==> config.mk <==
export PLATFORM = sky130hd
export DESIGN_NAME = usb_tx_pkt_sequencer
export DESIGN_NICKNAME = d
export VERILOG_FILES = /design/src/rtl/usb_tx_pkg.sv /design/src/rtl/usb_tx_pkt_sequencer_byte_mux.sv /design/src/rtl/usb_tx_pkt_sequencer.sv
export SDC_FILE = /design/constraint.sdc
export NUM_CORES = 1
export LEC_CHECK = 0
export ABC_AREA = 1
export CAP_MARGIN = 0
export CELL_PAD_IN_SITES_DETAIL_PLACEMENT = 1
export CELL_PAD_IN_SITES_GLOBAL_PLACEMENT = 1
export CORE_ASPECT_RATIO = 1.1
export CORE_MARGIN = 5
export CORE_UTILIZATION = 35
export CTS_CLUSTER_DIAMETER = 200
export DETAILED_ROUTE_END_ITERATION = 8
export PLACE_DENSITY_LB_ADDON = 0.1
export SKIP_CTS_REPAIR_TIMING = 1
export SLEW_MARGIN = 0
export SYNTH_ARGS = -nofsm -noshare
export SYNTH_HDL_FRONTEND = slang
export SYNTH_SLANG_ARGS = --single-unit
==> constraint.sdc <==
create_clock -name clk -period 1.98 [get_ports clk]
set_input_delay 0.396 -clock clk [delete_from_list [all_inputs] [get_ports clk]]
set_output_delay 0.396 -clock clk [all_outputs]
set_load 0.01 [all_outputs]
==> src/rtl/usb_tx_pkg.sv <==
// Shared definitions for the USB transmit packet sequencer.
//   tx_state_t   : sequencer FSM states
//   byte_sel_t   : byte_out source selection for usb_tx_byte_mux
//   PID_TYPE_*   : PID type field values (pid[1:0])
//   PID_*        : PID nibbles used by the device path
//   SYNC_DEFAULT : default sync byte (0x80, sent LSB-first)
package usb_tx_pkg;

    typedef enum logic [3:0] {
        ST_IDLE,
        ST_SYNC,
        ST_PID,
        ST_DATA,
        ST_CRC_WAIT,
        ST_CRC_LO,
        ST_CRC_HI,
        ST_EOP,
        ST_DONE,
        ST_ABORT
    } tx_state_t;

    typedef enum logic [2:0] {
        SEL_NONE,
        SEL_SYNC,
        SEL_PID,
        SEL_FIFO,
        SEL_CRC_LO,
        SEL_CRC_HI
    } byte_sel_t;

    localparam logic [1:0] PID_TYPE_DATA = 2'b11;
    localparam logic [1:0] PID_TYPE_HS   = 2'b10;

    localparam logic [3:0] PID_ACK   = 4'b0010;
    localparam logic [3:0] PID_NAK   = 4'b1010;
    localparam logic [3:0] PID_DATA0 = 4'b0011;
    localparam logic [3:0] PID_DATA1 = 4'b1011;

    localparam logic [7:0] SYNC_DEFAULT = 8'h80;

    // PID byte on the wire: check nibble (complement) in the upper half.
    function automatic logic [7:0] pid_byte(input logic [3:0] pid);
        return {~pid, pid};
    endfunction

endpackage

==> src/rtl/usb_tx_pkt_sequencer_byte_mux.sv <==
// usb_tx_byte_mux: combinational source select for the serializer byte.
//   sel        in  3  byte_sel_t code from the sequencer FSM
//   pid        in  4  latched PID nibble
//   fifo_rdata in  8  FIFO head byte
//   crc        in 16  captured CRC16 value
//   byte_out   out 8  selected byte (0x00 when nothing is selected)
module usb_tx_byte_mux
    import usb_tx_pkg::*;
#(
    parameter logic [7:0] SYNC_BYTE = SYNC_DEFAULT
) (
    input  logic [2:0]  sel,
    input  logic [3:0]  pid,
    input  logic [7:0]  fifo_rdata,
    input  logic [15:0] crc,
    output logic [7:0]  byte_out
);

    always_comb begin
        byte_out = '0;
        case (sel)
            SEL_SYNC:   byte_out = SYNC_BYTE;
            SEL_PID:    byte_out = pid_byte(pid);
            SEL_FIFO:   byte_out = fifo_rdata;
            SEL_CRC_LO: byte_out = crc[7:0];
            SEL_CRC_HI: byte_out = crc[15:8];
            default:    byte_out = '0;
        endcase
    end

endmodule

==> src/rtl/usb_tx_pkt_sequencer.sv <==
// usb_tx_pkt_sequencer: byte-level USB transmit packet sequencer.
// Emits SYNC, PID, payload (data PIDs), CRC16 (data PIDs) and an EOP request
// towards the bit-level serializer over a valid/ready byte handshake.
//   clk, n_rst          clock, synchronous active-low reset
//   tx_start/pid/len    packet request (sampled in IDLE only)
//   fifo_rdata/empty/re first-word-fall-through transmit FIFO
//   crc_clear/enable    control of the external CRC16 generator
//   crc_value           CRC16 result from the generator
//   byte_out/valid/ready byte handshake to the serializer
//   eop_req/eop_done    EOP request level / completion pulse
//   tx_busy/done/error  packet status
module usb_tx_pkt_sequencer
    import usb_tx_pkg::*;
#(
    parameter int         MAX_PAYLOAD    = 64,
    parameter int         LEN_W          = $clog2(MAX_PAYLOAD + 1),
    parameter logic [7:0] SYNC_BYTE      = SYNC_DEFAULT,
    parameter int         UNDERRUN_LIMIT = 16
) (
    input  logic             clk,
    input  logic             n_rst,
    input  logic             tx_start,
    input  logic [3:0]       tx_pid,
    input  logic [LEN_W-1:0] tx_len,
    input  logic [7:0]       fifo_rdata,
    input  logic             fifo_empty,
    output logic             fifo_re,
    output logic             crc_clear,
    output logic             crc_enable,
    input  logic [15:0]      crc_value,
    output logic [7:0]       byte_out,
    output logic             byte_valid,
    input  logic             byte_ready,
    output logic             eop_req,
    input  logic             eop_done,
    output logic             tx_busy,
    output logic             tx_done,
    output logic             tx_error
);

    localparam int UR_W = $clog2(UNDERRUN_LIMIT + 1);

    tx_state_t        state;
    byte_sel_t        byte_sel;
    logic [3:0]       pid_q;
    logic [LEN_W-1:0] len_q;
    logic [LEN_W-1:0] cnt_q;
    logic [15:0]      crc_q;
    logic [UR_W-1:0]  ur_cnt;
    logic             abort_q;
    logic             xfer;

    // Handshake outputs follow the state and the FIFO flag directly so that a
    // FWFT byte is offered in the same cycle it appears.
    always_comb begin
        byte_sel   = SEL_NONE;
        byte_valid = 1'b0;
        case (state)
            ST_SYNC:   begin byte_sel = SEL_SYNC;   byte_valid = 1'b1;        end
            ST_PID:    begin byte_sel = SEL_PID;    byte_valid = 1'b1;        end
            ST_DATA:   begin byte_sel = SEL_FIFO;   byte_valid = ~fifo_empty; end
            ST_CRC_LO: begin byte_sel = SEL_CRC_LO; byte_valid = 1'b1;        end
            ST_CRC_HI: begin byte_sel = SEL_CRC_HI; byte_valid = 1'b1;        end
            default:   ;
        endcase
    end

    assign xfer       = byte_valid & byte_ready;
    assign fifo_re    = xfer & (state == ST_DATA);
    assign crc_enable = xfer & (state == ST_DATA);

    usb_tx_byte_mux #(
        .SYNC_BYTE (SYNC_BYTE)
    ) u_byte_mux (
        .sel        (byte_sel),
        .pid        (pid_q),
        .fifo_rdata (fifo_rdata),
        .crc        (crc_q),
        .byte_out   (byte_out)
    );

    always_ff @(posedge clk) begin
        if (!n_rst) begin
            state     <= ST_IDLE;
            pid_q     <= '0;
            len_q     <= '0;
            cnt_q     <= '0;
            crc_q     <= '0;
            ur_cnt    <= '0;
            abort_q   <= 1'b0;
            crc_clear <= 1'b0;
            eop_req   <= 1'b0;
            tx_busy   <= 1'b0;
            tx_done   <= 1'b0;
            tx_error  <= 1'b0;
        end else begin
            crc_clear <= 1'b0;
            tx_done   <= 1'b0;
            tx_error  <= 1'b0;
            case (state)
                ST_IDLE: begin
                    if (tx_start) begin
                        if (tx_pid[1:0] == PID_TYPE_DATA && tx_len > LEN_W'(MAX_PAYLOAD)) begin
                            tx_error <= 1'b1;
                        end else begin
                            pid_q     <= tx_pid;
                            len_q     <= tx_len;
                            crc_clear <= 1'b1;
                            tx_busy   <= 1'b1;
                            abort_q   <= 1'b0;
                            state     <= ST_SYNC;
                        end
                    end
                end
                ST_SYNC: begin
                    if (xfer) state <= ST_PID;
                end
                ST_PID: begin
                    // The cleared generator value is tracked here so a
                    // zero-length packet, which skips CRC_WAIT, still sends it.
                    crc_q <= crc_value;
                    if (xfer) begin
                        if (pid_q[1:0] != PID_TYPE_DATA) begin
                            eop_req <= 1'b1;
                            state   <= ST_EOP;
                        end else if (len_q == '0) begin
                            state <= ST_CRC_LO;
                        end else begin
                            cnt_q  <= len_q;
                            ur_cnt <= '0;
                            state  <= ST_DATA;
                        end
                    end
                end
                ST_DATA: begin
                    if (xfer) begin
                        ur_cnt <= '0;
                        cnt_q  <= cnt_q - 1'b1;
                        if (cnt_q == LEN_W'(1)) state <= ST_CRC_WAIT;
                    end else if (fifo_empty) begin
                        if (ur_cnt == UR_W'(UNDERRUN_LIMIT - 1)) begin
                            tx_error <= 1'b1;
                            state    <= ST_ABORT;
                        end else begin
                            ur_cnt <= ur_cnt + 1'b1;
                        end
                    end
                end
                ST_CRC_WAIT: begin
                    crc_q <= crc_value;
                    state <= ST_CRC_LO;
                end
                ST_CRC_LO: begin
                    if (xfer) state <= ST_CRC_HI;
                end
                ST_CRC_HI: begin
                    if (xfer) begin
                        eop_req <= 1'b1;
                        state   <= ST_EOP;
                    end
                end
                ST_EOP: begin
                    if (eop_done) begin
                        eop_req <= 1'b0;
                        if (abort_q) begin
                            tx_busy <= 1'b0;
                            state   <= ST_IDLE;
                        end else begin
                            tx_done <= 1'b1;
                            state   <= ST_DONE;
                        end
                    end
                end
                ST_DONE: begin
                    tx_busy <= 1'b0;
                    state   <= ST_IDLE;
                end
                ST_ABORT: begin
                    abort_q <= 1'b1;
                    eop_req <= 1'b1;
                    state   <= ST_EOP;
                end
                default: state <= ST_IDLE;
            endcase
        end
    end

endmodule

==> results by group <==
Yosys
  – Cell with the most instances after synthesis: nor2_1
  – Yosys top cell area share: 33.26%
  – Syn Nets: 457
  – FF+latch count, synth: 49
  – Post-Syn Instances: 412
  – Cell taking the most area after synthesis: dfxtp_1
  – Synth Area per Inst: 7.158 sq um
  – Yosys warns: 0
  – Most used DFF post-synth: dfxtp_1
  – Register area share after synthesis: 33.26%
  – Fraction of registers with async set/reset: 0%
  – Ranking of synthesized cells by area: dfxtp_1 (33%), nor2_1 (11%), nand2_1 (10%), o21ai_0 (4.6%), inv_1 (3.8%)
  – Post-synth cell types: 37
  – Most frequent cells after synthesis: nor2_1 (90), nand2_1 (80), dfxtp_1 (49)
  – Post-synth EDFFs: 0
  – Cell Area, Synth: 2949 sq um

Setup path
  – Max incr delay on CP: 360 ps
  – Critical Path Fanout Max: 4
  – CP max-delay cell: dfxtp_4
  – Critical Path Most Common Cell: buf_4
  – Reg-to-Reg Start: state[3]$_SDFFE_PN0P_
  – Reg2reg setup slack: 230 ps
  – R2R depth: 12
  – CP arrival: 1510 ps
  – Critical Path Start Type: flop
  – Critical Path Sink Type: primary output
  – CP Class: reg2out
  – RR Endpoint: state[1]$_SDFFE_PN0P_
  – Worst EP required: 1580 ps
  – Critical-path cell list: buf_4 > nand2_4 > nor2_2 > buf_4 > nand2_1 > o2111ai_1 > clkbuf_2

Final layout
  – # diodes: 0
  – Seq. cell area: 993.5 sq um
  – P&R area growth vs syn: 34.54%
  – Area occupied by multi-input gates: 1754 sq um
  – Ratio of cells with drive above 1 in the final layout: 26.89%
  – Post-Route Utilization: 47.68%
  – Non-filler cells, final: 613
  – Nets@finish: 546
  – # fillers: 1088

Floorplanning
  – Core ar.: 8320 sq um
  – Die height: 106.3 microns
  – Die ar.: 10360 sq um
  – I/O pins: 57
  – Rows: 35
  – Initial Util: 35.44%
  – Die boundary width: 97.52 microns

Clock tree
  – Clock sinks: 49
  – CTS Buf Count: 5
  – H-tree Lvls: 2
  – CTS tree: built
  – Worst-path clk slew: 100 ps
  – Clk buf depth: 2
  – Clk Latency, worst-skew pair: 320 ps
  – Root buf cell: clkbuf_8

Placed design
  – Final GP Congestion: 0.9201
  – Placed Cells: 606
  – IO buf count: 56
  – DPL Wire Length: 7443 microns

Routing
  – Vias/cell: 4.799
  – Antenna violation net count after detailed routing: 0
  – Drt wl/cell: 14.99 microns
  – DR iter-0 viols: 89
  – Drt total wl: 9191 microns
  – Via count: 2942
  – Drt first pass iters: 4
  – Remaining DRCs: 0

Timing
  – Setup TNS: 0 ps
  – Skew final: 12.34 ps
  – Final Hold Viols: 0
  – Fin crit period: 1909 ps
  – Worst-margin pin slew: 468.2 ps
  – Max_slew headroom: 68.75%
  – RSZ-0062 raised after global routing: yes
  – Fmax: 0.5238 GHz
  – Fin crit share: 96.41%
  – Hold slack: 471.9 ps
  – Final Max Slew Viols: 0
  – Setup violations, final: 0

GRT
  – Vias in the first global route: 3147
  – First-pass GRT wire length: 15190 microns
  – GRT Residual Overflow: 0
  – Pin count of the biggest net entering global routing: 23
  – Total GRT Usage: 17.86%
  – Initial antenna violation count: 0

Power
  – VDD IR-drop max: 0.4911 mV
  – Cell area power density: 1247 nW/um^2
  – Final Power: 4.947 mW
  – Leakage: 1.762 nW

Hold path
  – Hold Path Depth: 2
  – Min-delay src: ur_cnt[4]$_SDFFE_PN0P_
  – Hold Path Sink: ur_cnt[4]$_SDFFE_PN0P_
  – Hold Path Class: reg2reg

Run status
  – Status: finished, final reports clean

Job
  – Max Cap Viol: 0
-- layout by cell type, fill, tap and decap left out, types with 2 or more instances in the layout --
master           synthesis  layout
clkdlybuf4s50_1          0      45
nand3_1                 13      13
nor2_1                  90      88
nor2_4                   4       6
nand3_4                  2       2
dfxtp_1                 49      45
nand2_8                  2       2
clkbuf_8                 0       5
o21ai_0                 27      25
dfxtp_4                  0       3
ha_1                     4       4
buf_2                    4       7
nand3_2                  4       4
a21oi_2                  9       9
nand4_1                  7       7
buf_4                    1      38
nor2_2                   4       4
inv_4                    1       2
a21oi_1                 13      13
o21ai_1                 11      12
o2111ai_2                0       4
nand2_1                 80      76
inv_6                    1       3
nand2_4                  9      10
o2111ai_1                7       3
a31oi_1                  2       2
nor3_1                   2       2
inv_1                   30      30
nand2_2                  4       7
clkbuf_2                 0       3
nor2_8                   2       2
inv_2                    8       7
o21ai_2                  8       9
-- logic make-up after synthesis --
| kind of cell | Yosys count | synth area share [%] |
|---|---|---|
| AOI/OAI and AO/OA | 80 | 17.48 |
| buffers and inverters | 54 | 9.462 |
| adders and majority gates | 4 | 1.697 |
| DFF | 49 | 33.26 |
| and+or+nand+nor | 224 | 37.80 |
| xor gates and xnor gates | 1 | 0.2970 |
-- per-layer routing --
layer | share of wire, % | wire (microns) | global-route usage [%] | up-vias
met1 | 44 | 4046 | 21.20 | 1370
met5 | 0 | 0 | 0 | -
li1 | - | - | - | 1508
met3 | 3.0 | 276 | 2.756 | 14
met4 | 2.1 | 191 | 5.242 | 0
met2 | 51 | 4677 | 33.01 | 50
-- worst max-delay path by stage --
stage | from | end | slack (ps)
after detailed placement | fifo_empty | crc_enable | -120
after global routing | state[1]$_SDFFE_PN0P_ | byte_out[7] | -60
after CTS | state[3]$_SDFFE_PN0P_ | byte_out[7] | -470
final | state[1]$_SDFFE_PN0P_ | byte_out[5] | 70
after floorplan | state[0]$_SDFFE_PN0P_ | byte_out[7] | 270
after global placement | fifo_empty | fifo_re | -80
-- critical path, delay by kind of cell, from the launching register on --
| kind | cells | cell delay, ps |
|---|---|---|
| flops | 1 | 360 |
| buf+inv | 3 | 450 |
| compound gates | 1 | 90 |
| simple gates | 3 | 310 |
-- power breakdown --
part | total (mW) | leakage (nW) | internal (mW) | switching (mW)
logic | 2.73 | 1.31 | 1.09 | 1.64
registers | 1.56 | 0.404 | 1.32 | 0.237
clock network | 0.651 | 0.0452 | 0.259 | 0.392
-- final cells by class --
cell class              count  area share [%]
clock buffers               5           1.734
multi-input cells         309           44.21
flip-flops and latches     49           25.04
repair buffers             95           20.62
inverters                  41           4.257
clock inverters             3          0.6307
well taps                 111           3.500
-- sequential cells by signal, indices dropped and copies added (netlist names), 4 cells and up --
| register | cells |
|---|---|
| crc_q | 16 |
| cnt_q | 7 |
| len_q | 7 |
| ur_cnt | 5 |
| pid_q | 4 |
| state | 4 |
-- through the flow --
stage | instance area [sq um] | setup WS, ps
global route | 3968 | -57.86
detailed placement | 3861 | -116.6
CTS | 3955 | -474.4
global placement | 3861 | -76.27
floorplan | 2949 | 272.5
finish | 3968 | 71.01
(Power assumes the default switching activity.)
